## config.mk

```make
export PLATFORM = sky130hd
export DESIGN_NAME = ram_arb_stn2tft_flat
export DESIGN_NICKNAME = d
export VERILOG_FILES = /design/src/rtl/ram_arb_stn2tft_if.sv /design/src/rtl/ram_arb_stn2tft.sv /design/src/flat_wrapper.sv
export SDC_FILE = /design/constraint.sdc
export NUM_CORES = 1
export LEC_CHECK = 0
export ABC_CLOCK_PERIOD_IN_PS = 2080
export BUFFER_PORTS_ARGS = -buffer_cell sky130_fd_sc_hd__clkbuf_2
export CORE_ASPECT_RATIO = 1.25
export CORE_MARGIN = 10
export CORE_UTILIZATION = 40
export CTS_BUF_LIST = sky130_fd_sc_hd__clkbuf_4
export DETAILED_ROUTE_END_ITERATION = 8
export PLACE_DENSITY = 0.75
export SYNTH_ARGS = -nofsm -noshare
export SYNTH_HDL_FRONTEND = slang
export SYNTH_SLANG_ARGS = --single-unit
```

## constraint.sdc

```tcl
create_clock -name clk -period 2.08 [get_ports clk]
set_input_delay 0.416 -clock clk [delete_from_list [all_inputs] [get_ports clk]]
set_output_delay 0.416 -clock clk [all_outputs]
set_load 0.02 [all_outputs]
```

## src/rtl/ram_arb_stn2tft_if.sv

```systemverilog
// Request/grant and RAM-side signal bundle for the STN2TFT frame-RAM arbiter.
// slave = arbiter side, master = requesters plus RAM side.
interface ram_arb_stn2tft_if;
    localparam int unsigned AW = 13;
    localparam int unsigned DW = 8;

    // Capture write port
    logic          cap_req;
    logic [AW-1:0] cap_addr;
    logic [DW-1:0] cap_wdata;
    logic          cap_gnt;

    // Display read port
    logic          dsp_req;
    logic [AW-1:0] dsp_addr;
    logic          dsp_gnt;
    logic [DW-1:0] dsp_rdata;
    logic          dsp_rvld;

    // Host port
    logic          hst_req;
    logic          hst_we;
    logic [AW-1:0] hst_addr;
    logic [DW-1:0] hst_wdata;
    logic          hst_gnt;
    logic [DW-1:0] hst_rdata;
    logic          hst_rvld;

    // RAM port
    logic          ram_ce;
    logic          ram_we;
    logic [AW-1:0] ram_addr;
    logic [DW-1:0] ram_wdata;
    logic [DW-1:0] ram_rdata;

    // Error reporting
    logic          err_clr;
    logic          oor_err;

    modport slave (
        input  cap_req, cap_addr, cap_wdata,
        output cap_gnt,
        input  dsp_req, dsp_addr,
        output dsp_gnt, dsp_rdata, dsp_rvld,
        input  hst_req, hst_we, hst_addr, hst_wdata,
        output hst_gnt, hst_rdata, hst_rvld,
        output ram_ce, ram_we, ram_addr, ram_wdata,
        input  ram_rdata,
        input  err_clr,
        output oor_err
    );

    modport master (
        output cap_req, cap_addr, cap_wdata,
        input  cap_gnt,
        output dsp_req, dsp_addr,
        input  dsp_gnt, dsp_rdata, dsp_rvld,
        output hst_req, hst_we, hst_addr, hst_wdata,
        input  hst_gnt, hst_rdata, hst_rvld,
        input  ram_ce, ram_we, ram_addr, ram_wdata,
        output ram_rdata,
        output err_clr,
        input  oor_err
    );
endinterface

```

## src/rtl/ram_arb_stn2tft.sv

```systemverilog
// Single-port frame-RAM arbiter/sequencer for STN2TFT: capture writes, display reads, host access.
// Define ARB_AGING_EN to let starved capture/host requests overtake the display stream.
module ram_arb_stn2tft #(
    parameter int unsigned RAM_DEPTH = 6144,
    parameter int unsigned AGE_LIMIT = 15
) (
    input  logic             clk,
    input  logic             rst_x,
    ram_arb_stn2tft_if.slave bus
);
    localparam int unsigned AW = 13;
    localparam int unsigned DW = 8;
    localparam int unsigned CW = 4;
    localparam logic [CW-1:0] AGE_MAX = CW'(AGE_LIMIT);
`ifdef ARB_AGING_EN
    localparam bit AGING_EN = 1'b1;
`else
    localparam bit AGING_EN = 1'b0;
`endif

    typedef enum logic [1:0] {
        SRC_NONE = 2'd0,
        SRC_DSP  = 2'd1,
        SRC_CAP  = 2'd2,
        SRC_HST  = 2'd3
    } src_e;

    src_e          src_c;
    logic          xfer_c;
    logic          in_range_c;
    logic          sel_we_c;
    logic [AW-1:0] sel_addr_c;
    logic [DW-1:0] sel_wdata_c;

    logic [CW-1:0] cap_age;
    logic [CW-1:0] hst_age;
    logic          cap_aged_c;
    logic          hst_aged_c;

    logic          ram_ce_q;
    logic          ram_we_q;
    logic [AW-1:0] ram_addr_q;
    logic [DW-1:0] ram_wdata_q;
    logic          oor_err_q;

    // Read tag pipeline: stage 0 tracks the RAM access cycle, stage 1 the RAM output cycle
    logic [1:0]    tag_vld;
    logic [1:0]    tag_hst;
    logic [1:0]    tag_oor;

    logic          dsp_rvld_q;
    logic          hst_rvld_q;
    logic [DW-1:0] dsp_rdata_q;
    logic [DW-1:0] hst_rdata_q;

`ifdef ARB_AGING_EN
    // Saturating starvation counters; cleared on grant or when the request drops
    always_ff @(posedge clk or negedge rst_x) begin
        if (!rst_x) begin
            cap_age <= '0;
            hst_age <= '0;
        end else begin
            if (!bus.cap_req || (src_c == SRC_CAP)) begin
                cap_age <= '0;
            end else if (cap_age != AGE_MAX) begin
                cap_age <= cap_age + CW'(1);
            end
            if (!bus.hst_req || (src_c == SRC_HST)) begin
                hst_age <= '0;
            end else if (hst_age != AGE_MAX) begin
                hst_age <= hst_age + CW'(1);
            end
        end
    end
`else
    assign cap_age = '0;
    assign hst_age = '0;
`endif

    assign cap_aged_c = AGING_EN && bus.cap_req && (cap_age == AGE_MAX);
    assign hst_aged_c = AGING_EN && bus.hst_req && (hst_age == AGE_MAX);

    // Winner selection: aged cap, aged hst, then dsp > cap > hst
    always_comb begin
        src_c = SRC_NONE;
        if (!rst_x) begin
            src_c = SRC_NONE;
        end else if (cap_aged_c) begin
            src_c = SRC_CAP;
        end else if (hst_aged_c) begin
            src_c = SRC_HST;
        end else if (bus.dsp_req) begin
            src_c = SRC_DSP;
        end else if (bus.cap_req) begin
            src_c = SRC_CAP;
        end else if (bus.hst_req) begin
            src_c = SRC_HST;
        end
    end

    // Winning requester's access; display reads carry no data so the write bus holds
    always_comb begin
        sel_addr_c  = bus.dsp_addr;
        sel_wdata_c = ram_wdata_q;
        sel_we_c    = 1'b0;
        case (src_c)
            SRC_CAP: begin
                sel_addr_c  = bus.cap_addr;
                sel_wdata_c = bus.cap_wdata;
                sel_we_c    = 1'b1;
            end
            SRC_HST: begin
                sel_addr_c  = bus.hst_addr;
                sel_wdata_c = bus.hst_wdata;
                sel_we_c    = bus.hst_we;
            end
            default: begin
                sel_addr_c  = bus.dsp_addr;
                sel_wdata_c = ram_wdata_q;
                sel_we_c    = 1'b0;
            end
        endcase
    end

    assign xfer_c     = (src_c != SRC_NONE);
    assign in_range_c = (32'(sel_addr_c) < RAM_DEPTH);

    // RAM control registers and sticky out-of-range flag (set beats clear)
    always_ff @(posedge clk or negedge rst_x) begin
        if (!rst_x) begin
            ram_ce_q    <= 1'b0;
            ram_we_q    <= 1'b0;
            ram_addr_q  <= '0;
            ram_wdata_q <= '0;
            oor_err_q   <= 1'b0;
        end else begin
            ram_ce_q <= xfer_c && in_range_c;
            ram_we_q <= xfer_c && sel_we_c;
            if (xfer_c) begin
                ram_addr_q  <= sel_addr_c;
                ram_wdata_q <= sel_wdata_c;
            end
            if (xfer_c && !in_range_c) begin
                oor_err_q <= 1'b1;
            end else if (bus.err_clr) begin
                oor_err_q <= 1'b0;
            end
        end
    end

    always_ff @(posedge clk or negedge rst_x) begin
        if (!rst_x) begin
            tag_vld <= '0;
            tag_hst <= '0;
            tag_oor <= '0;
        end else begin
            tag_vld[0] <= xfer_c && !sel_we_c;
            tag_hst[0] <= (src_c == SRC_HST);
            tag_oor[0] <= !in_range_c;
            tag_vld[1] <= tag_vld[0];
            tag_hst[1] <= tag_hst[0];
            tag_oor[1] <= tag_oor[0];
        end
    end

    // Read return: out-of-range reads deliver zero instead of stale RAM output
    always_ff @(posedge clk or negedge rst_x) begin
        if (!rst_x) begin
            dsp_rvld_q  <= 1'b0;
            hst_rvld_q  <= 1'b0;
            dsp_rdata_q <= '0;
            hst_rdata_q <= '0;
        end else begin
            dsp_rvld_q <= tag_vld[1] && !tag_hst[1];
            hst_rvld_q <= tag_vld[1] && tag_hst[1];
            if (tag_vld[1] && !tag_hst[1]) begin
                dsp_rdata_q <= tag_oor[1] ? '0 : bus.ram_rdata;
            end
            if (tag_vld[1] && tag_hst[1]) begin
                hst_rdata_q <= tag_oor[1] ? '0 : bus.ram_rdata;
            end
        end
    end

    assign bus.dsp_gnt   = (src_c == SRC_DSP);
    assign bus.cap_gnt   = (src_c == SRC_CAP);
    assign bus.hst_gnt   = (src_c == SRC_HST);
    assign bus.ram_ce    = ram_ce_q;
    assign bus.ram_we    = ram_we_q;
    assign bus.ram_addr  = ram_addr_q;
    assign bus.ram_wdata = ram_wdata_q;
    assign bus.oor_err   = oor_err_q;
    assign bus.dsp_rvld  = dsp_rvld_q;
    assign bus.dsp_rdata = dsp_rdata_q;
    assign bus.hst_rvld  = hst_rvld_q;
    assign bus.hst_rdata = hst_rdata_q;
endmodule

```

## src/flat_wrapper.sv

```systemverilog
// flat-port wrapper written by rule: the top's interface ports become plain ports
module ram_arb_stn2tft_flat 
#(
    parameter int unsigned RAM_DEPTH = 6144,
    parameter int unsigned AGE_LIMIT = 15
)
  (clk, rst_x, bus_cap_req, bus_cap_addr, bus_cap_wdata, bus_cap_gnt, bus_dsp_req, bus_dsp_addr, bus_dsp_gnt, bus_dsp_rdata, bus_dsp_rvld, bus_hst_req, bus_hst_we, bus_hst_addr, bus_hst_wdata, bus_hst_gnt, bus_hst_rdata, bus_hst_rvld, bus_ram_ce, bus_ram_we, bus_ram_addr, bus_ram_wdata, bus_ram_rdata, bus_err_clr, bus_oor_err);
  ram_arb_stn2tft_if bus_i ();
  input  logic clk;
  input  logic rst_x;
  input wire logic [$bits(bus_i.cap_req)-1:0] bus_cap_req;
  input wire logic [$bits(bus_i.cap_addr)-1:0] bus_cap_addr;
  input wire logic [$bits(bus_i.cap_wdata)-1:0] bus_cap_wdata;
  output wire logic [$bits(bus_i.cap_gnt)-1:0] bus_cap_gnt;
  input wire logic [$bits(bus_i.dsp_req)-1:0] bus_dsp_req;
  input wire logic [$bits(bus_i.dsp_addr)-1:0] bus_dsp_addr;
  output wire logic [$bits(bus_i.dsp_gnt)-1:0] bus_dsp_gnt;
  output wire logic [$bits(bus_i.dsp_rdata)-1:0] bus_dsp_rdata;
  output wire logic [$bits(bus_i.dsp_rvld)-1:0] bus_dsp_rvld;
  input wire logic [$bits(bus_i.hst_req)-1:0] bus_hst_req;
  input wire logic [$bits(bus_i.hst_we)-1:0] bus_hst_we;
  input wire logic [$bits(bus_i.hst_addr)-1:0] bus_hst_addr;
  input wire logic [$bits(bus_i.hst_wdata)-1:0] bus_hst_wdata;
  output wire logic [$bits(bus_i.hst_gnt)-1:0] bus_hst_gnt;
  output wire logic [$bits(bus_i.hst_rdata)-1:0] bus_hst_rdata;
  output wire logic [$bits(bus_i.hst_rvld)-1:0] bus_hst_rvld;
  output wire logic [$bits(bus_i.ram_ce)-1:0] bus_ram_ce;
  output wire logic [$bits(bus_i.ram_we)-1:0] bus_ram_we;
  output wire logic [$bits(bus_i.ram_addr)-1:0] bus_ram_addr;
  output wire logic [$bits(bus_i.ram_wdata)-1:0] bus_ram_wdata;
  input wire logic [$bits(bus_i.ram_rdata)-1:0] bus_ram_rdata;
  input wire logic [$bits(bus_i.err_clr)-1:0] bus_err_clr;
  output wire logic [$bits(bus_i.oor_err)-1:0] bus_oor_err;
  assign bus_i.cap_req = bus_cap_req;
  assign bus_i.cap_addr = bus_cap_addr;
  assign bus_i.cap_wdata = bus_cap_wdata;
  assign bus_cap_gnt = bus_i.cap_gnt;
  assign bus_i.dsp_req = bus_dsp_req;
  assign bus_i.dsp_addr = bus_dsp_addr;
  assign bus_dsp_gnt = bus_i.dsp_gnt;
  assign bus_dsp_rdata = bus_i.dsp_rdata;
  assign bus_dsp_rvld = bus_i.dsp_rvld;
  assign bus_i.hst_req = bus_hst_req;
  assign bus_i.hst_we = bus_hst_we;
  assign bus_i.hst_addr = bus_hst_addr;
  assign bus_i.hst_wdata = bus_hst_wdata;
  assign bus_hst_gnt = bus_i.hst_gnt;
  assign bus_hst_rdata = bus_i.hst_rdata;
  assign bus_hst_rvld = bus_i.hst_rvld;
  assign bus_ram_ce = bus_i.ram_ce;
  assign bus_ram_we = bus_i.ram_we;
  assign bus_ram_addr = bus_i.ram_addr;
  assign bus_ram_wdata = bus_i.ram_wdata;
  assign bus_i.ram_rdata = bus_ram_rdata;
  assign bus_i.err_clr = bus_err_clr;
  assign bus_oor_err = bus_i.oor_err;
  ram_arb_stn2tft #(.RAM_DEPTH(RAM_DEPTH), .AGE_LIMIT(AGE_LIMIT)) u_core (.clk(clk), .rst_x(rst_x), .bus(bus_i));
endmodule
```

==> flow_summary.ini, run 1 <==
[clock_tree]
clock_path_buffers = 2
cts_root_buf = clkbuf_4
h-tree-depth = 2
clk-insertion-delay-late_ns = 0.36
clk_pin_slew_ns = 0.15
cts.sinks = 48
cts_buffers = 5
post_cts_buffers = 0
cts_tree = done

[synthesis]
syn_inst = 229
yosysTopAreaCell = dfrtp_1
synth_top_area_share_pct = 52.7
synth-edff-count = 0
synthArstFlopShare_pct = 100
yosysSeqAreaShare_pct = 52.7
synthFlopType = dfrtp_1
yosys-top-cells-count = 48 x dfrtp_1, 32 x nand2_1, 31 x o21ai_0
ys_warn_count = 0
syn_area_sq_um = 2280
ys_ff_latch = 48
syn_avg_cell_area_sq_um = 9.95
synth_nets = 299
yosysMostFrequentCell = dfrtp_1
ys_types = 26
netlist_top_cells_area = dfrtp_1 53%, o21ai_0 6.8%, nand2_1 5.3%

[setup_path]
reg2reg_from = u_core.tag_hst[1]$_DFF_PN0_
path_class = primary input to output pin
critPathLaunchType = primary input
reg2reg_to = u_core.bus.dsp_rdata[0]$_DFFE_PN0P_
cp.arrival_ns = 1.34
path_max_fanout = 28
r2r_slack_ns = 0.94
reg2reg_depth = 3
end_kind = output pin
crit_required_ns = 1.66

[sta]
hold_viol_final = 0
rsz0062_at_grt = no
worstMarginPinSlew_ns = 0.562
max_slew_margin_pct = 62.5
setup-tns-final_ns = 0
setup_viol = 0
final.setup.worst_slack_ns = 0.327
max_freq_ghz = 0.570
fin_crit_sh_pct = 84.3
slew_viol_final = 0
post-route-min-period_ns = 1.75
clock_skew_ns = 0.0133

[global_routing]
grt_pass1_wl_mm = 10.8
grtUsageMet1_pct = 17.7
antenna_found_initial = 0
grt-ovfl-total = 0
grt_busiest_layer = met2
grt.total_usage_pct = 14.2
grt_use_met3_pct = 5.56
grt_pass1_vias = 2208
grt_max_degree = 29
use_met2_pct = 22.0

[pwr]
p_sw_mw = 0.841
power_density_nw_per_um2 = 818
pwr-share-comb_pct = 29.4
p_int_mw = 1.62
clkPwrFrac_pct = 23.1
sequentialPowerShare_pct = 47.5
switching_share_pct = 34.1
irDropWorstVdd_mv = 0.358
p_leak_nw = 1.53

[placed_design]
place.gp.congestion = 0.775
io_buffer_count = 114
pre_cts_ws_ns = 0.282
dpl.hpwl_mm = 5.35

[cells_and_area]
antenna_cells = 0
layout.nets = 414
syn_to_final_growth_pct = 32.1
drive_above_1_share_pct = 41.4

[route]
ant_nets = 0
finalWirelength_mm = 6.60
route.detailed.drc = 0
initialDrtViolationCount = 77
firstDrtPassIters = 4
vias = 2103
vias_per_cell = 5.14
wl_per_cell_um = 16.1

[die]
num_rows = 30
ios = 115
dieArea_sq_um = 9140
die_h_um = 104
start_util_pct = 41.6
die_width_um = 87.5
core_area_sq_um = 5480

[status]
status = complete, no violations

[min_path]
hold_class = primary input to asynchronous set/reset pin

[job]
cap_viol_max_count = 0
==> worst max-delay path, stage by stage <==
cell and delay [ns]:
clkbuf_2 0.44, nand2b_1 0.14, nor2_1 0.14, clkbuf_2 0.19
==> placed cells by master (no fill, tap or decap), types with 4 or more instances in the layout <==
master	instances
o21ai_0	31
nand2b_1	11
a22oi_1	13
nor2b_1	17
nand3_1	8
clkbuf_2	114
a31oi_1	16
o211ai_1	6
a22o_1	5
nor2_1	4
clkbuf_4	5
dfrtp_1	48
buf_4	11
mux2_2	6
nand2_1	32
==> cell families after synthesis <==
group	share of synthesized area, %
AOI/OAI and AO/OA	23.1
buffers and inverters	4.72
DFF	52.7
muxes	2.96
and+or+nand+nor	16.5
==> power groups by stage <==
| stage | sequential, mW | combinational (mW) | clock, mW |
|---|---|---|---|
| floorplan | 1.35 | 0.249 | 0 |
| global placement | 1.18 | 0.720 | 0 |
| detailed placement | 1.19 | 0.736 | 0 |
| CTS | 1.17 | 0.738 | 0.590 |
| global route | 1.19 | 0.800 | 0.626 |
| finish | 1.17 | 0.725 | 0.569 |
==> layer usage <==
layer  share of wire, %  routed length (um)
met4               0.64                  42
met5                  0                   0
met1                 43                2860
met3                 11                 696
met2                 46                3000
==> what timing repair did <==
item	4_1_cts	5_1_grt
hold buffers	1	0
resized for setup	0	0
hold endpoints to repair	2	0
==> flip-flops by register name, indices dropped and copies added (netlist names) <==
signal	count
u_core.bus.dsp_rdata	8
u_core.bus.dsp_rvld	1
u_core.bus.hst_rdata	8
u_core.bus.hst_rvld	1
u_core.bus.oor_err	1
u_core.bus.ram_addr	13
u_core.bus.ram_ce	1
u_core.bus.ram_wdata	8
u_core.bus.ram_we	1
u_core.tag_hst	2
u_core.tag_oor	2
u_core.tag_vld	2
==> stage by stage <==
step | power, mW | util (%) | hold WS (ns) | std cells | instance area (sq um)
after floorplan | 1.60 | - | 0.120 | 229 | 2280
final | 2.46 | 54.9 | 0.0342 | 409 | 3010
after CTS | 2.50 | 54.9 | 0.0355 | 409 | 3010
after global placement | 1.90 | 53.2 | 0.334 | 400 | 2920
after detailed placement | 1.92 | 53.2 | 0.338 | 400 | 2920
after global routing | 2.62 | 54.9 | 0.0402 | 409 | 3010
==> layout make-up <==
| class | instances | area [sq um] |
|---|---|---|
| clock buffer | 5 | 37.5 |
| multi-input combinational | 160 | 971 |
| tap | 64 | 80.1 |
| sequential | 48 | 1200 |
| inverter | 3 | 11.3 |
| timing repair buffer | 126 | 663 |
| clock inverter | 3 | 46.3 |
| fill | 520 | 2470 |
==> how the worst max path moves through the flow <==
stage | end | startpoint | slack, ns
global placement | u_core.bus.ram_addr[8]$_DFFE_PN0N_ | bus_hst_req | 0.33
floorplan | bus_hst_gnt | bus_cap_req | 0.47
finish | bus_hst_gnt | bus_hst_req | 0.33
detailed placement | u_core.bus.ram_addr[7]$_DFFE_PN0N_ | bus_hst_req | 0.28
CTS | bus_hst_gnt | bus_hst_req | 0.33
global route | bus_hst_gnt | bus_hst_req | 0.21
Note: power is estimated with default switching activity, not from simulation.
==> run 2: changes to the inputs <==
--- a/config.mk
+++ b/config.mk
@@ -5,7 +5,7 @@
 export SDC_FILE = /design/constraint.sdc
 export NUM_CORES = 1
 export LEC_CHECK = 0
-export ABC_CLOCK_PERIOD_IN_PS = 2080
+export ABC_CLOCK_PERIOD_IN_PS = 1650
 export BUFFER_PORTS_ARGS = -buffer_cell sky130_fd_sc_hd__clkbuf_2
 export CORE_ASPECT_RATIO = 1.25
 export CORE_MARGIN = 10
==> constraint.sdc (replaced) <==
create_clock -name clk -period 1.65 [get_ports clk]
set_input_delay 0.33 -clock clk [delete_from_list [all_inputs] [get_ports clk]]
set_output_delay 0.33 -clock clk [all_outputs]
set_load 0.02 [all_outputs]
==> run 2 against run 1 <==
Via count rose by 1.9%. Sequential share of layout area fell by 0.33 points. Highest routed layer unchanged. Critical endpoint is now bus_cap_gnt. Flip-flop and latch count did not move. Final cell count rose by 1.7%.
==> flow_summary.ini, run 2 (synthesis results as in run 1) <==
[global_routing]
grt-ovfl-total = 0
grt_max_degree = 28
grt_pass1_wl_mm = 10.5
grt_pass1_vias = 2279
grt.total_usage_pct = 13.8
antenna_found_initial = 0

[clock_tree]
clock_path_buffers = 2
clk-insertion-delay-late_ns = 0.34
cts_resized = 0
h-tree-depth = 2
cts_buffers = 5
cts_tree = done
cts.sinks = 48
clk_pin_slew_ns = 0.14
cts_root_buf = clkbuf_4
post_cts_buffers = 0
hold_buffers = 1

[setup_path]
critPathLaunchType = primary input
slowest_stage = nor2b_4
path_max_fanout = 16
cp-startpoint = rst_x
reg2reg_to = u_core.bus.dsp_rdata[4]$_DFFE_PN0P_
path_class = primary input to output pin
crit_required_ns = 1.32
crit_chain = clkbuf_2 -> nor2b_4 -> and2_1 -> clkbuf_2
max_stage_delay_ns = 0.38
worst_path_most_repeated_cell = clkbuf_2
end_kind = output pin
reg2reg_from = u_core.tag_hst[1]$_DFF_PN0_
cp.arrival_ns = 1.21
r2r_slack_ns = 0.50
reg2reg_depth = 3

[route]
vias = 2144
ant_nets = 0
firstDrtPassIters = 4
initialDrtViolationCount = 48
wl_per_cell_um = 15.7
vias_per_cell = 5.15
route.detailed.drc = 0
finalWirelength_mm = 6.52

[cells_and_area]
nFillCells = 528
layout.nets = 421
layout.cells.most_common = clkbuf_2
final_area_sq_um = 3040
drive_above_1_share_pct = 42.3
antenna_cells = 0
largest_reg_flops = 13
syn_to_final_growth_pct = 33.2
mostFrequentLayoutCells = 114 x clkbuf_2, 48 x dfrtp_1, 32 x nand2_1
utilization_pct = 55.4

[die]
dieArea_sq_um = 9140
die_h_um = 104
num_rows = 30
core_area_sq_um = 5480
start_util_pct = 41.6
ios = 115
die_width_um = 87.5

[min_path]
min_to = u_core.bus.oor_err$_DFFE_PN0P_
min_from = bus_err_clr
hold_class = primary input to register
hold_depth = 2

[sta]
worstMarginPinSlew_ns = 0.954
setup-tns-final_ns = 0
max_slew_margin_pct = 36.2
rsz0062_at_grt = no
clock_skew_ns = 0.0156
post-route-min-period_ns = 1.54
slew_viol_final = 0
hold_viol_final = 0
final.setup.worst_slack_ns = 0.114
fin_crit_sh_pct = 93.1
setup_viol = 0
max_freq_ghz = 0.651

[pwr]
power_density_nw_per_um2 = 968
p_leak_nw = 1.56
power.total_mw = 2.94
irDropWorstVdd_mv = 0.382

[job]
cap_viol_max_count = 0

[placed_design]
pre_cts_ws_ns = 0.0524
post_dp_cell_area_sq_um = 2970
dpl.hpwl_mm = 5.30
io_buffer_count = 114
place.gp.congestion = 0.827

[status]
status = complete, no violations
==> run 2: cell count changes in the layout (fill, tap and decap cells not counted), sizes merged <==
cell      before  now
clkinvlp       1    0
bufinv         1    0
clkbuf       119  121
clkinv         0    1
inv            4    3
buf           11   18
==> run 2: how the worst max path moves through the flow <==
stage                                                    end  slack, ns
after detailed placement      u_core.bus.oor_err$_DFFE_PN0P_       0.05
final                                            bus_cap_gnt       0.11
after global routing      u_core.bus.ram_addr[7]$_DFFE_PN0N_      0.009
after CTS                                        bus_cap_gnt       0.11
after floorplan           u_core.bus.ram_addr[1]$_DFFE_PN0N_       0.20
after global placement        u_core.bus.oor_err$_DFFE_PN0P_       0.11
==> run 2: stage by stage <==
stage                     cells  hold slack [ns]
after global routing        416            0.125
after detailed placement    407            0.335
after CTS                   416            0.123
final                       416            0.136
after floorplan             229           0.0344
after global placement      407            0.333
==> run 2: layout make-up <==
type / count / area [sq um] / area share [%]
inverter: 3 / 11.3 / 0.371
multi-input combinational: 160 / 971 / 32.0
sequential: 48 / 1200 / 39.6
tap: 64 / 80.1 / 2.64
clock buffer: 7 / 52.6 / 1.73
timing repair buffer: 133 / 716 / 23.6
clock inverter: 1 / 3.75 / 0.124
==> run 2: power breakdown <==
part	internal, mW	leakage, nW	switching [mW]
Combinational	0.370	0.936	0.556
Clock	0.198	0.0338	0.345
Sequential	1.36	0.589	0.107
==> run 2: metal layers <==
layer  wire, um  up-vias  GRT usage [%]
met5          0        -              0
met1       2710      981           16.8
met3        744        2           5.72
met2       3040      108           21.6
met4         25        0           3.54
li1           -     1053              -
==> run 2: critical path: cells and delay by family <==
family	cells	cell delay (ns)
buf+inv	2	0.29
simple gates	2	0.59
==> run 3: changes to the inputs <==
--- a/config.mk
+++ b/config.mk
@@ -5,6 +5,7 @@
 export SDC_FILE = /design/constraint.sdc
 export NUM_CORES = 1
 export LEC_CHECK = 0
+export ABC_AREA = 1
 export ABC_CLOCK_PERIOD_IN_PS = 1650
 export BUFFER_PORTS_ARGS = -buffer_cell sky130_fd_sc_hd__clkbuf_2
 export CORE_ASPECT_RATIO = 1.25
==> run 3 against run 2 <==
Wire length down 6.4%. Critical path depth up 1. Design area down 4.7%. Core utilization down 1.5 points. Final cell count up 6.0%. Via count down 4.5%. Combinational power down 6.8%. Hold slack better by 0.0097 ns. Sequential power about the same. First-iteration DRC count up 90%. Power up 2.5%.
==> flow_summary.ini, run 3 <==
[pwr]
power.total_mw = 3.01
p_leak_nw = 1.71
power_density_nw_per_um2 = 1040
irDropWorstVdd_mv = 0.462

[placed_design]
io_buffer_count = 114
dpl.hpwl_mm = 4.99
place.gp.congestion = 0.834
pre_cts_ws_ns = 0.0690
placed_cells = 433

[synthesis]
yosys-top-cells-count = 116 x nand2_1, 48 x dfrtp_1, 39 x nand3_1
synthArstFlopShare_pct = 100
syn_inst = 258
ys_ff_latch = 48
synth_top_area_share_pct = 54.9
yosysTopAreaCell = dfrtp_1
yosysSeqAreaShare_pct = 54.9
yosysMostFrequentCell = nand2_1
synth-edff-count = 0
netlist_top_cells_area = dfrtp_1 55%, nand2_1 20%, nand3_1 8.9%
synthFlopType = dfrtp_1
syn_avg_cell_area_sq_um = 8.49
ys_warn_count = 0
syn_area_sq_um = 2190
ys_types = 19
synth_nets = 328

[setup_path]
path_class = primary input to output pin
end_kind = output pin
cp.arrival_ns = 1.18
path_max_fanout = 8
crit_required_ns = 1.32
critPathLaunchType = primary input

[route]
vias_per_cell = 4.64
wl_per_cell_um = 13.8
top_layer = met4
finalWirelength_mm = 6.11
initialDrtViolationCount = 91
route.detailed.drc = 0
ant_nets = 0
wl_met2_mm = 2.79
met3_wirelength_um = 684
firstDrtPassIters = 4
vias = 2047
drt-met1-wl_mm = 2.58

[cells_and_area]
largest_reg_flops = 13
layout.nets = 446
antenna_cells = 0
utilization_pct = 53.9
mostFrequentLayoutCells = 116 x nand2_1, 114 x clkbuf_2, 48 x dfrtp_1
layout.cells.most_common = nand2_1
layoutNonFillerInstCount = 441
drive_above_1_share_pct = 39.3
nFillCells = 508
syn_to_final_growth_pct = 32.2

[clock_tree]
cts_root_buf = clkbuf_4
cts.sinks = 48
cts_buffers = 5
hold_buffers = 0
clk_pin_slew_ns = 0.13
clk-insertion-delay-late_ns = 0.34
h-tree-depth = 2
cts_tree = done
clock_path_buffers = 2
cts_resized = 0
post_cts_buffers = 0

[die]
ios = 115
dieArea_sq_um = 8850
die_width_um = 86.2
die_h_um = 103
num_rows = 30
core_area_sq_um = 5370
start_util_pct = 40.8

[sta]
rsz0062_at_grt = no
setup_viol = 0
hold_viol_final = 0
max_freq_ghz = 0.663
fin_crit_sh_pct = 91.4
final.setup.worst_slack_ns = 0.142
clock_skew_ns = 0.00205
worstMarginPinSlew_ns = 0.577
slew_viol_final = 0
post-route-min-period_ns = 1.51
setup-tns-final_ns = 0
max_slew_margin_pct = 61.5

[job]
cap_viol_max_count = 0

[min_path]
hold_class = primary input to asynchronous set/reset pin

[global_routing]
grt_pass1_vias = 2206
grt.total_usage_pct = 13.9
grt_max_degree = 49
grt_pass1_wl_mm = 10.1
antenna_found_initial = 0
grt-ovfl-total = 0

[status]
status = complete, no violations
run 3: where the power goes:
group	leakage [nW]	switching (mW)	total, mW	internal [mW]
clock	0.0456	0.344	0.679	0.334
combinational	1.07	0.543	0.863	0.320
sequential	0.596	0.105	1.47	1.36
run 3: final timing paths:
check | endpoint | startpoint | slack [ns] | cells past startpoint
worst max register to register | u_core.bus.dsp_rdata[0]$_DFFE_PN0P_ | u_core.tag_hst[1]$_DFF_PN0_ | 0.33 | 2
worst min-delay path | u_core.bus.hst_rdata[7]$_DFFE_PN0P_ | rst_x | 0.15 | 2
max in group asynchronous | u_core.bus.ram_wdata[7]$_DFFE_PN0P_ | rst_x | 1.12 | 2
worst min register to register | u_core.tag_oor[1]$_DFF_PN0_ | u_core.tag_oor[0]$_DFF_PN0_ | 0.36 | 0
worst max-delay path | bus_hst_gnt | bus_cap_req | 0.14 | 5
min in group clk | u_core.tag_vld[0]$_DFF_PN0_ | bus_hst_we | 0.15 | 2
run 3: logic make-up after synthesis:
family          Yosys count  share of synthesized area [%]
simple gates            171                           33.0
buf+inv                  28                           6.68
mux                       8                           4.11
compound gates            3                           1.31
flops                    48                           54.9
run 3: area by class of cell:
class | instances | area, sq um | area share (%)
multi-input combinational | 182 | 842 | 29.1
tap | 64 | 80.1 | 2.77
sequential | 48 | 1200 | 41.5
clock buffer | 6 | 45.0 | 1.56
inverter | 18 | 67.6 | 2.33
timing repair buffer | 121 | 623 | 21.5
clock inverter | 2 | 35.0 | 1.21
run 3: critical path: stages:
cell and delay (ns):
clkbuf_2 0.13, nor2_2 0.26, nand2_2 0.09, inv_2 0.16, clkbuf_2 0.21
run 3: stage by stage:
| step | hold WS (ns) | instance area [sq um] |
|---|---|---|
| global placement | 0.333 | 2810 |
| CTS | 0.134 | 2890 |
| detailed placement | 0.335 | 2810 |
| global route | 0.133 | 2890 |
| floorplan | 0.0344 | 2190 |
| finish | 0.146 | 2890 |
run 3: layer usage:
metal	vias up	GRT usage (%)
met2	90	23.2
met5	-	0
li1	1042	-
met4	0	3.50
met1	909	15.6
met3	6	6.56
